<file path="config.mk">
export PLATFORM = sky130hd
export DESIGN_NAME = grid_step_scheduler
export DESIGN_NICKNAME = d
export VERILOG_FILES = /design/src/rtl/grid_step_scheduler_pkg.sv /design/src/rtl/sample_fifo.sv /design/src/rtl/grid_step_scheduler.sv
export SDC_FILE = /design/constraint.sdc
export NUM_CORES = 2
export LEC_CHECK = 0
export ABC_AREA = 1
export CORE_AREA = 2 2 382 384
export CTS_BUF_LIST = sky130_fd_sc_hd__clkbuf_8
export DETAILED_ROUTE_END_ITERATION = 16
export DIE_AREA = 0 0 384 386
export DONT_BUFFER_PORTS = 1
export GPL_ROUTABILITY_DRIVEN = 0
export PLACE_DENSITY = 0.74
export SYNTH_ARGS = -nofsm -noshare
export SYNTH_HDL_FRONTEND = slang
export SYNTH_SLANG_ARGS = --single-unit
</file>
<file path="constraint.sdc">
create_clock -name i_clk -period 15.4 [get_ports i_clk]
set_input_delay 3.08 -clock i_clk [delete_from_list [all_inputs] [get_ports i_clk]]
set_output_delay 3.08 -clock i_clk [all_outputs]
set_load 0.02 [all_outputs]
</file>
<file path="src/rtl/grid_step_scheduler_pkg.sv">
// Shared types and constants for the grid step scheduler.
// Coefficient sets are packed so they can travel on ports as single vectors.
package grid_step_scheduler_pkg;

   localparam int unsigned c_numCoefficients = 13;
   localparam int unsigned c_datawidth       = 32;

   typedef logic [c_numCoefficients-1:0][c_datawidth-1:0] t_coefficients;

   // Index 0 holds the N set and index 1 holds the N-1 set.
   typedef t_coefficients [1:0] t_coefficientSets;

   typedef enum logic [1:0] {
      S_IDLE,
      S_START,
      S_WAIT,
      S_PUSH
   } t_schedState;

endpackage

</file>
<file path="src/rtl/sample_fifo.sv">
// Synchronous first-word-fall-through FIFO; the head word is visible whenever the FIFO is not empty.
// A push into a full FIFO is accepted only when a pop happens in the same cycle.
module sample_fifo #(
   parameter int unsigned WIDTH = 32,
   parameter int unsigned DEPTH = 8
) (
   input  logic             clk,
   input  logic             reset_n,
   input  logic             push,
   input  logic [WIDTH-1:0] wr_data,
   input  logic             pop,
   output logic [WIDTH-1:0] rd_data,
   output logic             full,
   output logic             empty
);

   localparam int unsigned AW = $clog2(DEPTH);
   localparam logic [AW:0] PTR_ONE = 1;

   logic [WIDTH-1:0] mem [DEPTH];
   logic [AW:0]      wr_ptr;
   logic [AW:0]      rd_ptr;
   logic             do_push;
   logic             do_pop;

   assign empty   = (wr_ptr == rd_ptr);
   assign full    = (wr_ptr[AW] != rd_ptr[AW]) && (wr_ptr[AW-1:0] == rd_ptr[AW-1:0]);
   assign do_pop  = pop & ~empty;
   assign do_push = push & (~full | do_pop);

   always_ff @(posedge clk) begin
      if (!reset_n) begin
         wr_ptr <= '0;
         rd_ptr <= '0;
      end else begin
         if (do_push) wr_ptr <= wr_ptr + PTR_ONE;
         if (do_pop)  rd_ptr <= rd_ptr + PTR_ONE;
      end
   end

   always_ff @(posedge clk) begin
      if (do_push) mem[wr_ptr[AW-1:0]] <= wr_data;
   end

   // Stale storage is masked so the head reads zero while empty.
   assign rd_data = empty ? '0 : mem[rd_ptr[AW-1:0]];

endmodule

</file>
<file path="src/rtl/grid_step_scheduler.sv">
// Steps the processing grid once per sample tick, owns the active/shadow coefficient sets
// and buffers grid outputs in a FIFO. Define GRID_STEP_STATS_EN to enable tick/step statistics.
module grid_step_scheduler
   import grid_step_scheduler_pkg::*;
#(
   parameter int unsigned G_NUM_COEFFS   = 13,
   parameter int unsigned G_DATA_WIDTH   = 32,
   parameter int unsigned G_FIFO_DEPTH   = 8,
   parameter int unsigned G_STEP_TIMEOUT = 4096
) (
   input  logic                    i_clk,
   input  logic                    i_reset,
   input  logic                    i_sampleTick,
   input  logic                    i_cfgValid,
   output logic                    o_cfgReady,
   input  logic                    i_cfgSel,
   input  logic [3:0]              i_cfgIndex,
   input  logic [G_DATA_WIDTH-1:0] i_cfgData,
   input  logic                    i_cfgCommit,
   output logic                    o_commitPending,
   output logic                    o_cfgError,
   output logic                    o_gridStart,
   input  logic                    i_gridReady,
   input  logic [G_DATA_WIDTH-1:0] i_gridOutput,
   output t_coefficients           o_coefficientsN,
   output t_coefficients           o_coefficientsNMinus1,
   output logic                    o_sampleValid,
   input  logic                    i_sampleReady,
   output logic [G_DATA_WIDTH-1:0] o_sample,
   output logic                    o_busy,
   output logic                    o_overrun,
   output logic                    o_fifoOverflow,
   output logic                    o_timeout,
   output logic [15:0]             o_droppedTicks,
   output logic [15:0]             o_maxStepCycles
);

   localparam int unsigned CW = $clog2(G_STEP_TIMEOUT + 1);

   t_schedState              state;
   t_schedState              state_next;
   t_coefficientSets         shadow;
   t_coefficientSets         active;
   logic                     commit_pending;
   logic                     cfg_error;
   logic                     cfg_accept;
   logic                     cfg_in_range;
   logic                     apply_commit;
   logic [CW-1:0]            step_count;
   logic [CW-1:0]            step_inc;
   logic [G_DATA_WIDTH-1:0]  sample_latched;
   logic                     grid_start;
   logic                     push;
   logic                     timeout_hit;
   logic                     tick_dropped;
   logic                     fifo_full;
   logic                     fifo_empty;
   logic                     fifo_pop;
   logic                     overrun;
   logic                     fifo_overflow;
   logic                     timeout;

   // Ready is qualified by reset so every output reads zero while reset is held.
   assign o_cfgReady   = i_reset & ~commit_pending;
   assign cfg_accept   = i_cfgValid & o_cfgReady;
   assign cfg_in_range = 32'(i_cfgIndex) < G_NUM_COEFFS;
   // A commit arriving in S_IDLE is applied at once, so a same-cycle tick sees the new set.
   assign apply_commit = (commit_pending | i_cfgCommit) & (state == S_IDLE);
   assign step_inc     = step_count + CW'(1);
   assign tick_dropped = i_sampleTick & (state != S_IDLE);
   assign fifo_pop     = i_sampleReady & ~fifo_empty;

   always_ff @(posedge i_clk) begin
      if (!i_reset) begin
         shadow         <= '0;
         active         <= '0;
         commit_pending <= 1'b0;
         cfg_error      <= 1'b0;
      end else begin
         cfg_error <= cfg_accept & ~cfg_in_range;
         if (cfg_accept && cfg_in_range) shadow[i_cfgSel][i_cfgIndex] <= i_cfgData;
         if (apply_commit) begin
            active         <= shadow;
            commit_pending <= 1'b0;
         end else if (i_cfgCommit) begin
            commit_pending <= 1'b1;
         end
      end
   end

   always_ff @(posedge i_clk) begin
      if (!i_reset) state <= S_IDLE;
      else          state <= state_next;
   end

   always_comb begin
      state_next  = state;
      grid_start  = 1'b0;
      push        = 1'b0;
      timeout_hit = 1'b0;
      case (state)
         S_IDLE: begin
            if (i_sampleTick) state_next = S_START;
         end
         S_START: begin
            grid_start = 1'b1;
            state_next = S_WAIT;
         end
         S_WAIT: begin
            if (i_gridReady) begin
               state_next = S_PUSH;
            end else if (step_inc == CW'(G_STEP_TIMEOUT)) begin
               timeout_hit = 1'b1;
               state_next  = S_IDLE;
            end
         end
         S_PUSH: begin
            push       = 1'b1;
            state_next = S_IDLE;
         end
         default: state_next = S_IDLE;
      endcase
   end

   always_ff @(posedge i_clk) begin
      if (!i_reset) begin
         step_count     <= '0;
         sample_latched <= '0;
         overrun        <= 1'b0;
         fifo_overflow  <= 1'b0;
         timeout        <= 1'b0;
      end else begin
         if (state == S_START)     step_count <= '0;
         else if (state == S_WAIT) step_count <= step_inc;
         if (state == S_WAIT && i_gridReady) sample_latched <= i_gridOutput;
         if (tick_dropped) overrun <= 1'b1;
         if (push && fifo_full && !fifo_pop) fifo_overflow <= 1'b1;
         if (timeout_hit) timeout <= 1'b1;
      end
   end

   sample_fifo #(
      .WIDTH (G_DATA_WIDTH),
      .DEPTH (G_FIFO_DEPTH)
   ) u_fifo (
      .clk     (i_clk),
      .reset_n (i_reset),
      .push    (push),
      .wr_data (sample_latched),
      .pop     (fifo_pop),
      .rd_data (o_sample),
      .full    (fifo_full),
      .empty   (fifo_empty)
   );

`ifdef GRID_STEP_STATS_EN
   logic [15:0] dropped_ticks;
   logic [15:0] max_step;
   logic        wait_exit;

   assign wait_exit = (state == S_WAIT) && (i_gridReady || timeout_hit);

   always_ff @(posedge i_clk) begin
      if (!i_reset) begin
         dropped_ticks <= '0;
         max_step      <= '0;
      end else begin
         if (tick_dropped && dropped_ticks != '1) dropped_ticks <= dropped_ticks + 16'd1;
         // step_inc counts the current S_WAIT cycle, so it is the full wait length on exit.
         if (wait_exit && 16'(step_inc) > max_step) max_step <= 16'(step_inc);
      end
   end

   assign o_droppedTicks  = dropped_ticks;
   assign o_maxStepCycles = max_step;
`else
   assign o_droppedTicks  = '0;
   assign o_maxStepCycles = '0;
`endif

   assign o_commitPending       = commit_pending;
   assign o_cfgError            = cfg_error;
   assign o_gridStart           = grid_start;
   assign o_coefficientsN       = active[0];
   assign o_coefficientsNMinus1 = active[1];
   assign o_sampleValid         = ~fifo_empty;
   assign o_busy                = (state != S_IDLE);
   assign o_overrun             = overrun;
   assign o_fifoOverflow        = fifo_overflow;
   assign o_timeout             = timeout;

endmodule

</file>
Word-level counts from Yosys, hierarchy flattened

Memory sizes are Yosys's and may differ from the RTL's. A register that Yosys moved wholly into a read port is not among the register bits.
Index checks and enable logic that the tools add are counted.

Logic and storage cells: 127
Input bits: 76
Memories: 1
RAM bits: 256
Bits in registers: 1724

Memories:

| name       | depth | bits a word | read ports | clocked after Yosys merged registers in | wr ports | line              | RTL |
|---|---|---|---|---|---|---|---|
| u_fifo.mem | 8     | 32          | 1          | 1                                       | 1        | sample_fifo.sv:20 | `logic [WIDTH-1:0] mem [DEPTH];` |

Muxes and demuxes: 19
Order comparisons: 5
Reductions and logical operators: 13
Equal/unequal tests: 9
Bitwise gates (word level): 15
Add/sub/neg operators: 3

Operators by type and width:

| kind                                                                   | number |
|---|---|
| 832-bit bitwise mux                                                    | 1 |
| 416-bit demux with 1-bit select                                        | 1 |
| 416-bit 2-to-1 mux                                                     | 1 |
| 32-bit demux with 4-bit select                                         | 1 |
| 32-bit 2-to-1 mux                                                      | 2 |
| 13-bit by 1-bit adder with 13-bit output (second input constant)       | 1 |
| 13-bit equality test (second input constant)                           | 1 |
| 4-bit by 1-bit adder with 4-bit output (second input constant)         | 2 |
| 1-bit AND                                                              | 8 |
| 2-bit one-hot mux with 4 select lines                                  | 1 |
| 1-bit logical AND                                                      | 7 |
| 1-bit 2-to-1 mux                                                       | 7 |
| 2-bit 2-to-1 mux                                                       | 3 |
| 3-bit 2-to-1 mux                                                       | 2 |
| 4-bit by 5-bit < comparator with 1-bit output (second input constant)  | 1 |
| 1-bit NOT                                                              | 5 |
| 2-bit equality test (second input constant)                            | 2 |
| 4-bit equality test                                                    | 1 |
| 4-bit by 1-bit >= comparator with 1-bit output (second input constant) | 1 |
| 4-bit < comparator (second input constant)                             | 1 |
| 2-bit OR reduction                                                     | 2 |
| 3-bit equality test                                                    | 1 |
| 3-bit inequality test (second input constant)                          | 1 |
| 2-bit by 1-bit equality test with 1-bit output (second input constant) | 1 |
| other kinds (9)                                                        | 10 |

Longest topological paths before layout

Word-level depth: 8
Depth in mapped cells: 12
Depth with buffers taken out: 12

Cells and area by module

From an unflattened synthesis, not the netlist that was laid out.

Cell total of the unflattened synthesis: 8168
Area total of the unflattened synthesis: 69604.3 sq um

By module, submodules not included:

| module              | instances | area an instance (sq um) | sequential area each (sq um) | cells an instance |
|---|---|---|---|---|
| grid_step_scheduler | 1         | 59011.6                  | 34352.9                      | 7358 |
| sample_fifo         | 1         | 10592.7                  | 7907.6                       | 810 |

Worst setup path before layout

Ideal clock, no wire load.

Path type: input -> register
Start: in i_sampleReady
End: mem u_fifo.mem[6][0], enable pin
Buffers on the path: 0
Stages: 4
Data required time: 14898 ps
Slack: 8446 ps
Data arrival time: 6453 ps
Path through: nor2_1 > nand2_1 > nand2_1 > nor4_1

Cells in the longest elaborated chain, start to end: 6

RTL lines:

| what                                   | line                      | RTL |
|---|---|---|
| start, declared                        | grid_step_scheduler.sv:28 | `input logic i_sampleReady,` |
| 1-bit AND                              | grid_step_scheduler.sv:71 | `assign fifo_pop = i_sampleReady & ~fifo_empty;` |
| 1-bit AND                              | sample_fifo.sv:28         | `assign do_pop = pop & ~empty;` |
| 1-bit bitwise OR                       | sample_fifo.sv:29         | `assign do_push = push & (~full \| do_pop);` |
| 1-bit AND                              | sample_fifo.sv:29         |  |
| 1-bit 2-to-1 mux                       | sample_fifo.sv:42         | `if (do_push) mem[wr_ptr[AW-1:0]] <= wr_data;` |
| 1-bit 2-to-1 mux (implied by the code) | sample_fifo.sv:42         |  |
| end, declared                          | sample_fifo.sv:20         |  |

No other way between the ends.

Worst setup path after layout

Start: in i_reset
End: out o_cfgReady

Cells in the longest elaborated chain, start to end: 1

RTL lines:

| what            | line                      | RTL |
|---|---|---|
| start, declared | grid_step_scheduler.sv:12 | `input logic i_reset,` |
| 1-bit AND       | grid_step_scheduler.sv:64 | `assign o_cfgReady = i_reset & ~commit_pending;` |
| end, declared   | grid_step_scheduler.sv:15 | `output logic o_cfgReady,` |

No other way between the ends.

==> results.py <==
metrics = {
    "timing": {
        "rsz0062_at_grt": "no",
        "period_minus_slack_ps": 7090,
        "slew_violations": 0,
        "clock_skew_ps": 109,
        "hold_viol": 0,
        "finalSetupTns_ps": 0,
        "slew-limit-headroom": 0.0673,
        "fin_hold_ws_ps": 387,
        "tightest_slew_ps": 1400,
        "finalSetupViolCount": 0,
        "clock.fmax_ghz": 0.141,
        "finalCritPeriodShare": 0.460,
        "layout_setup_ws_ps": 8310,
    },
    "grt": {
        "antenna_found_initial": 17,
        "grt_first_pass_wirelength_um": 326000,
        "grt_pass1_vias": 51800,
        "grt.total_usage": 0.289,
        "grt_max_degree": 1674,
        "grt.overflow.total": 0,
    },
    "cells_and_area": {
        "finalNonFillerCells": 10100,
        "postLayoutCellArea_um2": 75900,
        "drive_gt1_frac": 0.0654,
        "area.sequential_um2": 42300,
        "layout.nets": 8070,
        "final_core_util": 0.525,
        "area_growth_pct": 8.65,
        "num-fill-cells": 12900,
        "multi_input_area_um2": 23700,
    },
    "setup_path": {
        "rr_worst_depth": 9,
        "rrSetupSlack_ps": 10070,
        "cp_max_fo": 365,
        "rr_endpoint": "o_coefficientsN[332]$_SDFFE_PN0P_",
        "cp-end-kind": "primary output",
        "path_class": "in -> out",
        "r2r_start": "state[0]$_SDFFE_PN0P_",
        "critPathRequiredTime_ps": 12320,
        "setup.worst_path.start_class": "primary input",
        "cp.arrival_ps": 4010,
    },
    "status": {
        "status": "finished, final reports clean",
    },
    "synthesis": {
        "ys_seq_area_frac": 0.605,
        "synth_top_cell_by_area": "dfxtp_1",
        "synth_edf_count": 256,
        "ys_warn_count": 0,
        "netlist_instances": 8307,
        "ys_top_cells_by_count": "nor2_1, o21ai_0, dfxtp_1",
        "synthArstFlopShare": 0,
        "synth-seq-cells": 1983,
        "netlist.area_leader.share": 0.495,
        "synth_area_leaders": "dfxtp_1, nor2_1, o21ai_0, edfxtp_1, a21oi_1",
        "syn_area_per_cell_um2": 8.41,
        "synth_most_common_cell": "nor2_1",
        "ys.flop_type": "dfxtp_1",
        "synth.distinct_cells": 33,
        "synth_area_um2": 69900,
    },
    "floorplan": {
        "die_w_um": 384,
        "rows": 140,
        "coreArea_um2": 145000,
        "dieArea_um2": 148000,
        "initial_core_util": 0.484,
        "die_h_um": 386,
        "ios": 981,
    },
    "detailed_routing": {
        "wire_per_inst_um": 22.4,
        "wl_met1_um": 85700,
        "dr.max_layer_used": "met5",
        "drt_pass1_iterations": 6,
        "dr_wl_met3_um": 28900,
        "drt_iter0_markers": 6098,
        "wirelength_um": 226000,
        "avgViaCountPerCell": 5.59,
        "route.vias.total": 56700,
        "route.met2.wl_um": 97500,
        "final_antenna_net_count": 0,
        "drc_errors": 0,
    },
    "clock_network": {
        "cts_root_buffer": "clkbuf_8",
        "postCtsHoldBufs": 0,
        "cts_sinks": 1983,
        "clkLatencyLatePin_ps": 1050,
        "cts_resized": 0,
        "cts_buffer_depth": 4,
        "cts_tree": "built",
        "htree_levels": 5,
        "cts_inserted_buffers": 324,
        "postCtsSetupBuffers": 0,
        "clkTransAtPathRegs_ps": 60,
    },
    "place": {
        "hpwl_um": 126000,
        "pre_cts_ws_ps": 7890,
        "io_buffers": 0,
        "placedCellCount": 9577,
        "post_dp_cell_area_um2": 69700,
    },
    "min_path": {
        "hp-start": "shadow[622]$_SDFFE_PN0P_",
        "worstHoldPathType": "reg -> reg",
        "min_to": "o_coefficientsNMinus1[206]$_SDFFE_PN0P_",
        "min_path_cells": 2,
    },
    "run": {
        "drv_cap": 0,
    },
    "pwr": {
        "finalPower_mw": 11.3,
        "ir_drop_v": 0.000119,
        "power.leakage_nw": 30.9,
        "power.density_nw_per_um2": 149,
    },
}
-- routing by layer --
metal / vias to the layer above / track usage
met5: - / 0
met4: 8 / 0.167
met3: 665 / 0.116
met2: 3022 / 0.433
met1: 26600 / 0.352
li1: 26400 / -
-- power by group --
group          leakage (nW)  total [mW]  internal (mW)  switching [mW]
logic                  10.9       0.854          0.238           0.616
registers              16.5        6.06           5.49           0.566
clock network          3.51        4.40           2.35            2.05
-- cell families after synthesis --
| kind of cell | after synthesis | share of synthesized area |
|---|---|---|
| and+or+nand+nor | 2982 | 0.165 |
| AOI/OAI and AO/OA | 2348 | 0.169 |
| DFF | 1983 | 0.605 |
| buffers and inverters | 982 | 0.0591 |
| xor gates and xnor gates | 7 | 0.000877 |
| adders and majority gates | 4 | 0.000716 |
| other | 1 | 0.0000537 |
-- how the worst max path moves through the flow --
stage	cells after the start	slack, ps	to	from
after floorplan	4	8450	u_fifo.mem[6][0]$_DFFE_PP_	i_sampleReady
after global placement	8	8070	o_coefficientsNMinus1[151]$_SDFFE_PN0P_	i_cfgCommit
after detailed placement	8	7890	o_coefficientsN[9]$_SDFFE_PN0P_	i_cfgCommit
after CTS	3	8240	o_cfgReady	i_reset
after global routing	3	8380	o_cfgReady	i_reset
final	3	8310	o_cfgReady	i_reset
-- cell usage in the layout, fill, tap and decap left out, types with 6 or more instances in the layout --
| master | count |
|---|---|
| a21oi_1 | 438 |
| inv_2 | 17 |
| diode_2 | 19 |
| clkinv_1 | 6 |
| clkinv_2 | 25 |
| o22ai_1 | 32 |
| dfxtp_1 | 1725 |
| nand2_1 | 102 |
| inv_1 | 342 |
| clkbuf_8 | 381 |
| o21ai_1 | 112 |
| nor2_8 | 9 |
| nand3_1 | 47 |
| nor2_4 | 14 |
| o21ai_0 | 1730 |
| buf_4 | 40 |
| a31oi_1 | 33 |
| conb_1 | 32 |
| nor2_1 | 2787 |
| bufinv_16 | 7 |
| clkinvlp_4 | 8 |
| edfxtp_1 | 256 |
-- registers in the layout, summed over array words and instances (netlist names), named ones only --
name,cells
o_coefficientsN,416
sample_latched,32
u_fifo.mem,256
o_coefficientsNMinus1,416
u_fifo.wr_ptr,4
shadow,832
state,2
o_commitPending,1
o_cfgError,1
o_timeout,1
u_fifo.rd_ptr,4
o_overrun,1
step_count,13
o_fifoOverflow,1
-- final cells by class --
class,instances,share of cell area
Antenna cell,19,0.000626
Clock inverter,151,0.0111
Clock buffer,381,0.0691
Sequential cell,1983,0.557
Timing Repair Buffer,46,0.00593
Tap cell,1917,0.0316
Inverter,262,0.0131
Multi-Input combinational cell,5373,0.312
-- critical path, stage by stage --
cell and delay (ps):
inv_2 100, buf_4 460, nor2_4 170
Power figures use the tool's default switching activity.
